**config.mk**
```make
export PLATFORM = sky130hd
export DESIGN_NAME = ir_nec_decoder
export DESIGN_NICKNAME = d
export VERILOG_FILES = /design/src/rtl/ir_nec_decoder.sv
export SDC_FILE = /design/constraint.sdc
export NUM_CORES = 1
export LEC_CHECK = 0
export ABC_AREA = 0
export CAP_MARGIN = 5
export CORE_ASPECT_RATIO = 0.6
export CORE_MARGIN = 4
export CORE_UTILIZATION = 59
export CTS_CLUSTER_SIZE = 14
export DETAILED_ROUTE_END_ITERATION = 10
export PLACE_DENSITY = 0.78
export SYNTH_ARGS = -nofsm -noshare
export SYNTH_HDL_FRONTEND = slang
export SYNTH_SLANG_ARGS = --single-unit
export TNS_END_PERCENT = 20
```
**constraint.sdc**
```tcl
create_clock -name clk_pixel_in -period 3.95 [get_ports clk_pixel_in]
set_clock_uncertainty 0.1 [all_clocks]
set_input_delay 0.5925 -clock clk_pixel_in [delete_from_list [all_inputs] [get_ports clk_pixel_in]]
set_output_delay 0.5925 -clock clk_pixel_in [all_outputs]
set_load 0.02 [all_outputs]
```
**src/rtl/ir_nec_decoder.sv**
```systemverilog
// NEC-style IR frame decoder: synchronizes the receiver line, times marks/spaces
// in prescaled ticks and emits the 32-bit code or a repeat/error pulse.
module ir_nec_decoder #(
  parameter int TICK_CYCLES = 742
) (
  input  logic        clk_pixel_in,
  input  logic        rst_n_in,
  input  logic        ir_in,
  output logic [31:0] decoded_ir_out,
  output logic        decoded_ir_valid_out,
  output logic        repeat_out,
  output logic        error_out
);

  localparam int PRE_W = (TICK_CYCLES > 1) ? $clog2(TICK_CYCLES) : 1;
  localparam logic [PRE_W-1:0] PRE_LAST = PRE_W'(TICK_CYCLES - 1);

  localparam logic [9:0] LEAD_MARK_MIN  = 10'd800;
  localparam logic [9:0] LEAD_MARK_MAX  = 10'd1000;
  localparam logic [9:0] LEAD_SPACE_MIN = 10'd400;
  localparam logic [9:0] LEAD_SPACE_MAX = 10'd500;
  localparam logic [9:0] RPT_SPACE_MIN  = 10'd200;
  localparam logic [9:0] RPT_SPACE_MAX  = 10'd250;
  localparam logic [9:0] MARK_MIN       = 10'd40;
  localparam logic [9:0] MARK_MAX       = 10'd70;
  localparam logic [9:0] ZERO_MIN       = 10'd40;
  localparam logic [9:0] ZERO_MAX       = 10'd90;
  localparam logic [9:0] ONE_MIN        = 10'd130;
  localparam logic [9:0] ONE_MAX        = 10'd210;
  localparam logic [9:0] WIDTH_SAT      = 10'd1023;

  typedef enum logic [2:0] {
    S_IDLE,
    S_LEAD_MARK,
    S_LEAD_SPACE,
    S_BIT_MARK,
    S_BIT_SPACE,
    S_STOP_MARK
  } state_t;

  state_t            r_state;
  logic              r_sync1;
  logic              r_sync2;
  logic              r_prev;
  logic [PRE_W-1:0]  r_pre;
  logic [9:0]        r_width;
  logic [31:0]       r_shift;
  logic [4:0]        r_bit_cnt;
  logic              r_rpt;

  logic              w_fall;
  logic              w_rise;
  logic              w_edge;
  logic              w_exp_edge;
  logic              w_win_ok;
  logic [9:0]        w_win_max;
  logic              w_timeout;
  logic              w_abort;

  function automatic logic [9:0] sat_inc(input logic [9:0] v);
    return (v == WIDTH_SAT) ? v : v + 10'd1;
  endfunction

  function automatic logic in_win(input logic [9:0] v, input logic [9:0] lo,
                                  input logic [9:0] hi);
    return (v >= lo) && (v <= hi);
  endfunction

  // Synchronizer and edge-detect flops idle high so reset never fakes an edge
  always_ff @(posedge clk_pixel_in or negedge rst_n_in) begin
    if (!rst_n_in) begin
      r_sync1 <= 1'b1;
      r_sync2 <= 1'b1;
      r_prev  <= 1'b1;
    end else begin
      r_sync1 <= ir_in;
      r_sync2 <= r_sync1;
      r_prev  <= r_sync2;
    end
  end

  assign w_fall = r_prev & ~r_sync2;
  assign w_rise = ~r_prev & r_sync2;
  assign w_edge = w_fall | w_rise;

  always_ff @(posedge clk_pixel_in or negedge rst_n_in) begin
    if (!rst_n_in) begin
      r_pre   <= '0;
      r_width <= '0;
    end else if (w_edge) begin
      r_pre   <= '0;
      r_width <= '0;
    end else if (r_pre == PRE_LAST) begin
      r_pre   <= '0;
      r_width <= sat_inc(r_width);
    end else begin
      r_pre   <= r_pre + PRE_W'(1);
    end
  end

  // Per-state expected edge, acceptance window and timeout ceiling
  always_comb begin
    w_exp_edge = 1'b0;
    w_win_ok   = 1'b0;
    w_win_max  = WIDTH_SAT;
    case (r_state)
      S_LEAD_MARK: begin
        w_exp_edge = w_rise;
        w_win_ok   = in_win(r_width, LEAD_MARK_MIN, LEAD_MARK_MAX);
        w_win_max  = LEAD_MARK_MAX;
      end
      S_LEAD_SPACE: begin
        w_exp_edge = w_fall;
        w_win_ok   = in_win(r_width, LEAD_SPACE_MIN, LEAD_SPACE_MAX) ||
                     in_win(r_width, RPT_SPACE_MIN, RPT_SPACE_MAX);
        w_win_max  = LEAD_SPACE_MAX;
      end
      S_BIT_MARK, S_STOP_MARK: begin
        w_exp_edge = w_rise;
        w_win_ok   = in_win(r_width, MARK_MIN, MARK_MAX);
        w_win_max  = MARK_MAX;
      end
      S_BIT_SPACE: begin
        w_exp_edge = w_fall;
        w_win_ok   = in_win(r_width, ZERO_MIN, ZERO_MAX) ||
                     in_win(r_width, ONE_MIN, ONE_MAX);
        w_win_max  = ONE_MAX;
      end
      default: begin
        w_exp_edge = w_fall;
        w_win_ok   = 1'b1;
        w_win_max  = WIDTH_SAT;
      end
    endcase
  end

  // An edge always takes priority over the timeout; its width is judged instead
  assign w_timeout = (r_state != S_IDLE) && (r_width > w_win_max);
  assign w_abort   = (r_state != S_IDLE) && (w_exp_edge ? !w_win_ok : w_timeout);

  always_ff @(posedge clk_pixel_in or negedge rst_n_in) begin
    if (!rst_n_in) begin
      r_state              <= S_IDLE;
      r_shift              <= '0;
      r_bit_cnt            <= '0;
      r_rpt                <= 1'b0;
      decoded_ir_out       <= '0;
      decoded_ir_valid_out <= 1'b0;
      repeat_out           <= 1'b0;
      error_out            <= 1'b0;
    end else begin
      decoded_ir_valid_out <= 1'b0;
      repeat_out           <= 1'b0;
      error_out            <= 1'b0;
      if (w_abort) begin
        error_out <= 1'b1;
        r_state   <= S_IDLE;
        r_shift   <= '0;
        r_bit_cnt <= '0;
        r_rpt     <= 1'b0;
      end else begin
        case (r_state)
          S_IDLE: begin
            if (w_fall) r_state <= S_LEAD_MARK;
          end
          S_LEAD_MARK: begin
            if (w_exp_edge) r_state <= S_LEAD_SPACE;
          end
          S_LEAD_SPACE: begin
            if (w_exp_edge) begin
              if (in_win(r_width, LEAD_SPACE_MIN, LEAD_SPACE_MAX)) begin
                r_state   <= S_BIT_MARK;
                r_bit_cnt <= '0;
                r_rpt     <= 1'b0;
              end else begin
                r_state   <= S_STOP_MARK;
                r_rpt     <= 1'b1;
              end
            end
          end
          S_BIT_MARK: begin
            if (w_exp_edge) r_state <= S_BIT_SPACE;
          end
          S_BIT_SPACE: begin
            if (w_exp_edge) begin
              r_shift <= {r_shift[30:0], in_win(r_width, ONE_MIN, ONE_MAX)};
              if (r_bit_cnt == 5'd31) begin
                r_state <= S_STOP_MARK;
                r_rpt   <= 1'b0;
              end else begin
                r_state   <= S_BIT_MARK;
                r_bit_cnt <= r_bit_cnt + 5'd1;
              end
            end
          end
          S_STOP_MARK: begin
            if (w_exp_edge) begin
              if (r_rpt) begin
                repeat_out <= 1'b1;
              end else begin
                decoded_ir_out       <= r_shift;
                decoded_ir_valid_out <= 1'b1;
              end
              r_state   <= S_IDLE;
              r_shift   <= '0;
              r_bit_cnt <= '0;
              r_rpt     <= 1'b0;
            end
          end
          default: r_state <= S_IDLE;
        endcase
      end
    end
  end

endmodule

```
==> results.yml <==
global_route:
  overflow: 0
  grt_max_degree: 87
  grt_antenna_before_repair: 0
  grtUsageTotal_pct: 21.45
  first_global_vias: 3313
  grt_pass1_wl_mm: 17.19
sta:
  period_share_pct: 90.84
  drv_slew: 0
  slew_headroom_pct: 30.68
  worst_slew_pin_slew_ns: 1.040
  finalHoldViolCount: 0
  rsz0062_at_grt: "false"
  finalSetupViolCount: 0
  layout_min_cycle_time_ns: 3.588
  setup_tns_ns: 0
  fmax_ghz: 0.2787
placed_design:
  place_inst: 546
  place_hpwl_mm: 6.903
  globalplace.congestion: 0.9626
  placed_area_um2: 5380
  port_buffers: 37
synthesis:
  synth.avg_cell_area_um2: 11.94
  synthCells: 420
  synth-edff-count: 0
  yosysTopAreaCellShare_pct: 47.89
  ys_warn_count: 0
  yosysMostFrequentCell: "dfrtp_1"
  ys_seq_area_share_pct: 49.46
  synth-async-reset-ratio_pct: 100.0
  syn-num-nets: 438
  netlist_area_um2: 5016
  ys_top_cells_by_area: "dfrtp_1 (48%), mux2_4 (9.0%), a22o_1 (5.9%), ha_1 (3.7%), nor2_1 (2.1%)"
  synth_cell_types: 70
  ys.flop_type: "dfrtp_1"
  synthTopCellsByCount: "dfrtp_1 (96), a22o_1 (34), mux2_4 (30)"
  yosys.area.top_type: "dfrtp_1"
  ys_ff_latch: 99
clock_network:
  clock_path_buffers: 2
  cts_made_buffers: 9
  cts_tree: "built"
  cts_hold_buf: 0
  path_clk_slew_ns: 0.07
  post_cts_resized: 0
  cts_root_buffer: "clkbuf_16"
  clkSinkCount: 99
  cts_setup_buffers: 0
  htreeDepth: 3
  clk_latency_ns: 0.34
drt:
  dr_wl_met2_mm: 4.248
  initialDrtViolationCount: 229
  drc: 0
  final_antenna_net_count: 0
  avgRoutedWirePerCell_um: 17.80
  finalWirelength_mm: 10.00
  via_count: 3332
  drt-met1-wl_mm: 5.157
  wl_met3_um: 510
  topRoutingLayerUsed: "met4"
  via_per_inst: 5.929
  drt_pre_antenna_iters: 5
setup_path:
  startpoint_type: "register"
  rr_endpoint: "r_shift[0]"
  crit_type: "register to register"
  worst_setup_path_end_kind: "register"
  worstSetupStartpoint: "r_state[2]"
  critPathSlowestCell: "dfrtp_1"
  rrSetupSlack_ns: 0.36
  r2r_start: "r_state[2]"
  arrival_ns: 3.77
  worstPathCellList: "nor2b_1, a21o_1, ha_1, a21o_1, a21oi_1, o211ai_1, o211ai_2, o22ai_4, o21ai_4, a22o_2"
  crit_required_ns: 4.13
  crit_fanout: 32
  crit_top_cell: "a21o_1"
  r2r_cells: 10
  path_delay_family: "compound AO/OA/AOI/OAI gates"
  path_buf_inv: 0
  critPathMaxStageDelay_ns: 0.72
layout:
  utilization_pct: 70.70
  stdcell_count: 562
  diodes: 0
  syn_to_final_growth_pct: 13.74
  nets: 467
  final_area_um2: 5705
  drive_above_1_share_pct: 17.18
floorplan:
  ios: 38
  start_util_pct: 62.16
  dieArea_um2: 10090
  fp.dieH_um: 79.42
  core_um2: 8070
  row_count: 25
  fp.dieW_um: 127.0
power_and_ir_drop:
  p_leak_nw: 2.625
  ir_worst_vdd_mv: 0.2552
  powerDensity_nw_per_um2: 492.8
worst_hold_path:
  holdPathStages: 0
  hp-start: "r_sync1"
  hold_end: "r_sync2"
  hold_path.class: "register to register"
flow_run:
  max_cap_violations: 0
status:
  outcome: "finished clean"
placed cells by master (no fill, tap or decap), drive strengths merged, types with 8 or more instances in the layout:
cell            n
nand3          20
nor3            8
mux2           34
o21ai          11
clkdlybuf4s50  36
xnor2          12
nand2          25
inv            15
dfrtp          96
a22o           35
a21oi          13
and2           11
clkbuf          9
ha             15
nor2           29
buf             8
per-stage QoR:
| step | setup slack [ns] | power (mW) | hold slack [ns] |
|---|---|---|---|
| final | 0.3617 | 2.812 | 0.2702 |
| after global routing | 0.08126 | 2.959 | 0.2725 |
| after CTS | 0.4084 | 2.822 | 0.2705 |
| after detailed placement | 0.4362 | 1.867 | 0.2590 |
| after global placement | 0.5792 | 1.860 | 0.2589 |
| after floorplan | 1.060 | 1.747 | 0.1969 |
worst max-delay path by stage:
stage,end,slack [ns],cells past startpoint
after global placement,r_shift[0],0.58,10
final,r_shift[0],0.36,10
after detailed placement,r_shift[0],0.44,10
after floorplan,r_shift[10],1.06,12
after CTS,r_shift[0],0.41,10
after global routing,r_shift[23],0.08,10
sequential cells by signal, summed over array words and instances (netlist names), 3 cells and up:
signal	cells
r_width	10
r_state	3
r_pre	10
r_bit_cnt	5
decoded_ir_out	32
r_shift	32
cell families (layout without fill, tap and decap cells):
group | count (synthesis) | after routing | share of synthesized area [%]
XOR/XNOR | 17 | 17 | 3.342
flip-flops | 99 | 99 | 49.46
AND/OR/NAND/NOR | 117 | 117 | 11.77
buffers and inverters | 39 | 73 | 5.039
multiplexers | 36 | 36 | 10.28
AO/OA/AOI/OAI | 96 | 96 | 16.16
adder cells (fa/ha/maj) | 16 | 16 | 3.941
layout make-up:
type	instances	area, um^2
Timing Repair Buffer	44	432.9
Clock buffer	9	225.2
Multi-Input combinational cell	282	2282
Inverter	13	48.80
Fill cell	591	2365
Sequential cell	99	2481
Clock inverter	7	100.1
Tap cell	108	135.1
power breakdown:
| part | total, mW | leakage (nW) | switching (mW) | internal, mW |
|---|---|---|---|---|
| registers | 1.13 | 1.36 | 0.0811 | 1.05 |
| logic | 0.735 | 1.11 | 0.472 | 0.263 |
| clock network | 0.942 | 0.154 | 0.382 | 0.560 |
layer usage:
layer	GRT usage (%)	vias up
li1	-	1573
met1	32.72	1645
met2	31.22	100
met3	5.481	14
met4	4.069	0
met5	0	-
Note: power is estimated with default switching activity, not from simulation.
